$ cat src/rtl/temp_control_hyst.sv
// temp_control_hyst: greenhouse cooler/heater controller with hysteresis, min-on and lockout.
// Optional run-time alarm is built when TEMP_CTRL_ALARM_EN is defined.
module temp_control_hyst #(
    parameter int W        = 8,
    parameter int HYST     = 5,
    parameter int DEF_COOL = 95,
    parameter int DEF_HEAT = 60,
    parameter int MIN_ON   = 4,
    parameter int MIN_OFF  = 3,
    parameter int MAX_RUN  = 16
) (
    input  logic         clk,
    input  logic         rst,
    input  logic         en,
    input  logic [W-1:0] temp,
    input  logic         temp_valid,
    input  logic         cfg_load,
    input  logic [W-1:0] cfg_cool,
    input  logic [W-1:0] cfg_heat,
    output logic         cool_on,
    output logic         heat_on,
    output logic [1:0]   state,
    output logic         cfg_err,
    output logic         alarm
);
    typedef enum logic [1:0] {IDLE = 2'd0, COOL = 2'd1, HEAT = 2'd2, LOCK = 2'd3} state_t;
    localparam int CMAX = MIN_ON > MIN_OFF ? MIN_ON : MIN_OFF;
    localparam int CW   = $clog2(CMAX + 1);
    state_t cur, nxt;
    logic [CW-1:0] cnt;
    logic [W-1:0] cool_th, heat_th;
    logic signed [W:0] t_x, cool_x, heat_x, cool_exit, heat_exit;
    logic signed [W+1:0] ld_heat, ld_cool;
    logic cfg_ok, on_done;
    // one extra bit keeps the hysteresis-shifted thresholds from wrapping
    assign t_x       = {temp[W-1], temp};
    assign cool_x    = {cool_th[W-1], cool_th};
    assign heat_x    = {heat_th[W-1], heat_th};
    assign cool_exit = cool_x - (W+1)'(HYST);
    assign heat_exit = heat_x + (W+1)'(HYST);
    assign ld_heat   = {{2{cfg_heat[W-1]}}, cfg_heat} + (W+2)'(2 * HYST);
    assign ld_cool   = {{2{cfg_cool[W-1]}}, cfg_cool};
    assign cfg_ok    = ld_heat < ld_cool;
    assign on_done   = cnt >= CW'(MIN_ON - 1);
    assign state     = cur;
    always_comb begin
        nxt = cur;
        case (cur)
            IDLE:    nxt = !(en && temp_valid) ? IDLE : t_x >= cool_x ? COOL : t_x <= heat_x ? HEAT : IDLE;
            COOL:    nxt = !en || (temp_valid && t_x <= cool_exit && on_done) ? LOCK : COOL;
            HEAT:    nxt = !en || (temp_valid && t_x >= heat_exit && on_done) ? LOCK : HEAT;
            LOCK:    nxt = cnt == CW'(MIN_OFF - 1) ? IDLE : LOCK;
            default: nxt = IDLE;
        endcase
    end
    always_ff @(posedge clk or posedge rst) begin
        if (rst) begin
            cur     <= IDLE;
            cnt     <= '0;
            cool_on <= 1'b0;
            heat_on <= 1'b0;
            cfg_err <= 1'b0;
            cool_th <= W'(DEF_COOL);
            heat_th <= W'(DEF_HEAT);
        end else begin
            cur     <= nxt;
            cnt     <= nxt != cur ? '0 : &cnt ? cnt : cnt + CW'(1);
            cool_on <= nxt == COOL;
            heat_on <= nxt == HEAT;
            cfg_err <= cfg_load && !cfg_ok;
            if (cfg_load && cfg_ok) begin
                cool_th <= cfg_cool;
                heat_th <= cfg_heat;
            end
        end
    end
`ifdef TEMP_CTRL_ALARM_EN
    localparam int RW = $clog2(MAX_RUN + 1);
    logic [RW-1:0] run_cnt, run_nxt;
    // run_nxt counts the upcoming cycle, so alarm rises during the MAX_RUN-th active cycle
    assign run_nxt = (nxt == COOL || nxt == HEAT) ? (run_cnt == RW'(MAX_RUN) ? run_cnt : run_cnt + RW'(1)) : '0;
    always_ff @(posedge clk or posedge rst) begin
        if (rst) begin
            run_cnt <= '0;
            alarm   <= 1'b0;
        end else begin
            run_cnt <= run_nxt;
            alarm   <= en && (alarm || run_nxt == RW'(MAX_RUN));
        end
    end
`else
    // always false; MAX_RUN only matters in the alarm build
    assign alarm = MAX_RUN < 0;
`endif
endmodule

$ cat config.mk
export PLATFORM = sky130hd
export DESIGN_NAME = temp_control_hyst
export DESIGN_NICKNAME = d
export VERILOG_FILES = /design/src/rtl/temp_control_hyst.sv
export SDC_FILE = /design/constraint.sdc
export NUM_CORES = 1
export LEC_CHECK = 0
export ABC_AREA = 1
export CORE_MARGIN = 2
export CORE_UTILIZATION = 58
export CTS_BUF_LIST = sky130_fd_sc_hd__clkbuf_4
export DETAILED_ROUTE_END_ITERATION = 6
export PLACE_DENSITY = 0.84
export SLEW_MARGIN = 20
export SYNTH_ARGS = -nofsm -noshare
export SYNTH_HDL_FRONTEND = slang
export SYNTH_SLANG_ARGS = --single-unit
$ cat constraint.sdc
create_clock -name clk -period 3.28 [get_ports clk]
set_input_delay 0.82 -clock clk [delete_from_list [all_inputs] [get_ports clk]]
set_output_delay 0.82 -clock clk [all_outputs]
set_load 0.05 [all_outputs]
==> impl_summary.log <==
INFO  metric timing.fmax = 0.333 GHz
INFO  metric drt_drc_violations_left = 0
INFO  metric min_period_over_period = 91.6%
INFO  metric num-nets-final = 478
INFO  metric dp.final_hpwl = 4650 um
INFO  metric route.detailed.wl_per_inst = 11.8 um
INFO  metric min_from = cool_th[3]$_DFFE_PP1P_
INFO  metric synth_xor_area_share = 5.36%
INFO  metric antenna_violations_before_repair = 0
INFO  metric gr-total-overflow = 0
INFO  metric synth_area_per_cell = 7.32 sq um
INFO  metric p_total = 1.75 mW
INFO  metric worst-endpoint-arrival = 3250 ps
INFO  metric cts_buffers = 3
INFO  metric port-buffer-count = 33
INFO  metric yosysTopAreaCellShare = 23.4%
INFO  metric min_to = cool_th[3]$_DFFE_PP1P_
INFO  metric clock-root-buffer = clkbuf_4
INFO  metric distinct_cells_synth = 28
INFO  metric seq_area_frac_synth = 23.4%
INFO  metric post-route-util = 71.2%
INFO  metric hold_viol = 0
INFO  metric drt_wl_total = 5320 um
INFO  metric cts.hold.buffers_added = 0
INFO  metric setup.worst_path.end_class = flop
INFO  metric status = complete, no violations
INFO  metric tns = 0 ps
INFO  metric detailedRoute.firstPassIterationCount = 4
INFO  metric vias = 2327
INFO  metric slew_violations = 0
INFO  metric worstSetupStartpointType = primary input
INFO  metric min_path_cells = 2
INFO  metric globalRouteTotalUtil = 22.9%
INFO  metric clock_tree.htree_level_count = 1
INFO  metric fp.dieH = 71.1 um
INFO  metric synth.mux.area_fraction = 0%
INFO  metric syn_to_final_growth = 18.6%
INFO  metric power.density_cell_area = 563 nW/um^2
INFO  metric r2r_setup_slack = 440 ps
INFO  metric syn_area = 2620 sq um
INFO  metric top_level_ports = 35
INFO  metric initialDrtViolationCount = 61
INFO  metric viasPerCell = 5.16
INFO  metric finalCriticalPeriod = 3000 ps
INFO  metric multi_input_area = 1700 sq um
INFO  metric worstReg2RegEnd = cnt[1]$_DFFE_PP0P_
INFO  metric fillers = 363
INFO  metric floorplan_row_count = 24
INFO  metric synth_register_bits = 24
INFO  metric synth.net_count = 435
INFO  metric timing.critical_path.fanout_max = 17
INFO  metric clock_skews = 20.8 ps
INFO  metric synth_compound_gate_area_share = 13.1%
INFO  metric r2r-start = cool_th[0]$_DFFE_PP1P_
INFO  metric floorplan.initialDensity = 60.1%
INFO  metric worst-r2r-cell-count = 18
INFO  metric final_cell_mix = nand2_1, inv_1, ha_1
INFO  metric largest_family_of_logic_cells_by_synthesized_area = adder cells
INFO  metric die_w = 71.1 um
INFO  metric cts_tree = yes
INFO  metric max_cap_violations = 0
INFO  metric relSlewSlack = 41.9%
INFO  metric clock_latency = 320 ps
INFO  metric post-synth-top-area-cell = ha_1
INFO  metric post_cts.repair.setup_buffers = 0
INFO  metric placeableCoreArea = 4350 sq um
INFO  metric gpl.final_weighted_congestion = 0.855
INFO  metric antenna-diode-count = 0
INFO  metric largest_net_degree_at_the_start_of_global_routing = 25
INFO  metric clock_sinks = 24
INFO  metric layout_commonest_cell = nand2_1
INFO  metric final_antenna_net_count = 0
INFO  metric synth_adder_area_share = 23.4%
INFO  metric worst_setup_hold_path_clk_slew = 110 ps
INFO  metric count_of_yosys_warnings_during_synthesis = 0
INFO  metric path_class = primary input to flop
INFO  metric synth_top_cells_by_area = ha_1, dfrtp_1, nand2_1
INFO  metric worst-slew-pin-transition = 870 ps
INFO  metric ctsLongestPathBuffers = 2
INFO  metric worst_ep_required_time = 3520 ps
INFO  metric cts-resized-gates = 0
INFO  metric setup_violations_final = 0
INFO  metric hold_path_class = flop to flop
INFO  metric grt_pass1_wl = 9430 um
INFO  metric power.leakage = 1.67 nW
INFO  metric first_global_vias = 2284
INFO  metric post_route_cells_drive_above_1_share = 11.3%
INFO  metric postSynthCellCount = 357
INFO  metric final-seq-area = 613 sq um
INFO  metric vdd.ir_drop.worst = 0.000237 V
INFO  metric die_area = 5060 sq um
INFO  metric yosys.area_share.simple = 22.9%
INFO  metric rsz0062_at_grt = false
[cell families (layout without fill, tap and decap cells)]
family,count (synthesis),after routing
XOR/XNOR,16,16
AND/OR/NAND/NOR,141,141
buffers and inverters,74,116
AO/OA/AOI/OAI,52,52
other,1,1
adder cells (fa/ha/maj),49,49
flip-flops,24,24
[per-stage QoR]
| step | instances | cell area (sq um) | hold WS (ps) | setup WS [ps] |
|---|---|---|---|---|
| finish | 451 | 3100 | 484 | 276 |
| global route | 451 | 3100 | 498 | 27.3 |
| CTS | 451 | 3100 | 487 | 254 |
| detailed placement | 447 | 3050 | 468 | -77.5 |
| global placement | 447 | 3050 | 466 | -17.1 |
| floorplan | 357 | 2620 | 462 | 585 |
[synthesized netlist by cell type, drive strengths merged]
| cell | instances |
|---|---|
| buf | 4 |
| inv | 70 |
| nand3 | 16 |
| conb | 1 |
| nor2 | 26 |
| a22oi | 1 |
| o21ai | 24 |
| o21a | 3 |
| dfrtp | 14 |
| o211ai | 1 |
| xor2 | 16 |
| a21oi | 18 |
| nor3 | 8 |
| ha | 49 |
| or2 | 1 |
| nand4 | 3 |
| a21boi | 2 |
| nand2 | 87 |
| dfstp | 10 |
| o31ai | 1 |
| o21bai | 2 |
[routing by layer]
layer	wire length (um)	part of all wire, %	track usage [%]
met5	0	0	0
met4	80	1.5	7.34
met3	211	4.0	1.71
met2	2640	50	42.0
met1	2390	45	28.4
[how the worst max path moves through the flow]
stage | start | to | slack (ps) | depth (start not counted)
floorplan | cfg_heat[1] | heat_th[1]$_DFFE_PP0P_ | 580 | 13
global placement | cfg_heat[1] | cool_th[0]$_DFFE_PP1P_ | -20 | 15
detailed placement | cfg_heat[1] | heat_th[3]$_DFFE_PP1P_ | -80 | 17
CTS | cfg_heat[1] | heat_th[3]$_DFFE_PP1P_ | 250 | 17
global route | cfg_heat[1] | heat_th[3]$_DFFE_PP1P_ | 30 | 16
finish | cfg_heat[1] | heat_th[3]$_DFFE_PP1P_ | 280 | 15
[flip-flops by register name (all words and copies together) (netlist names)]
signal   flops
cool_on      1
cool_th      8
cfg_err      1
heat_th      8
heat_on      1
cnt          3
state        2
[cell type report]
class	count	share of cell area [%]
repair buffers	42	13.2
well taps	52	2.10
flip-flops and latches	24	19.8
inverters	70	8.47
clock inverters	1	0.968
clock buffers	3	0.726
multi-input cells	259	54.7
[critical path: stages]
cell and delay, ps:
clkdlybuf4s50_1 480, inv_1 50, o21ai_0 210, nand3_1 180, xor2_1 160, inv_1 50
ha_1 280, a21oi_1 160, o21a_1 130, nand3_1 90, or2_4 250, nand3_4 80
buf_12 160, nand2_1 80, o21ai_2 60
[where the power goes]
part           switching (mW)  internal [mW]  total, mW  leakage (nW)
sequential             0.0896          0.405      0.495         0.277
combinational           0.609          0.432       1.04          1.36
clock                  0.0865          0.124      0.210        0.0279
No activity file was read; power rests on OpenSTA's default activity.
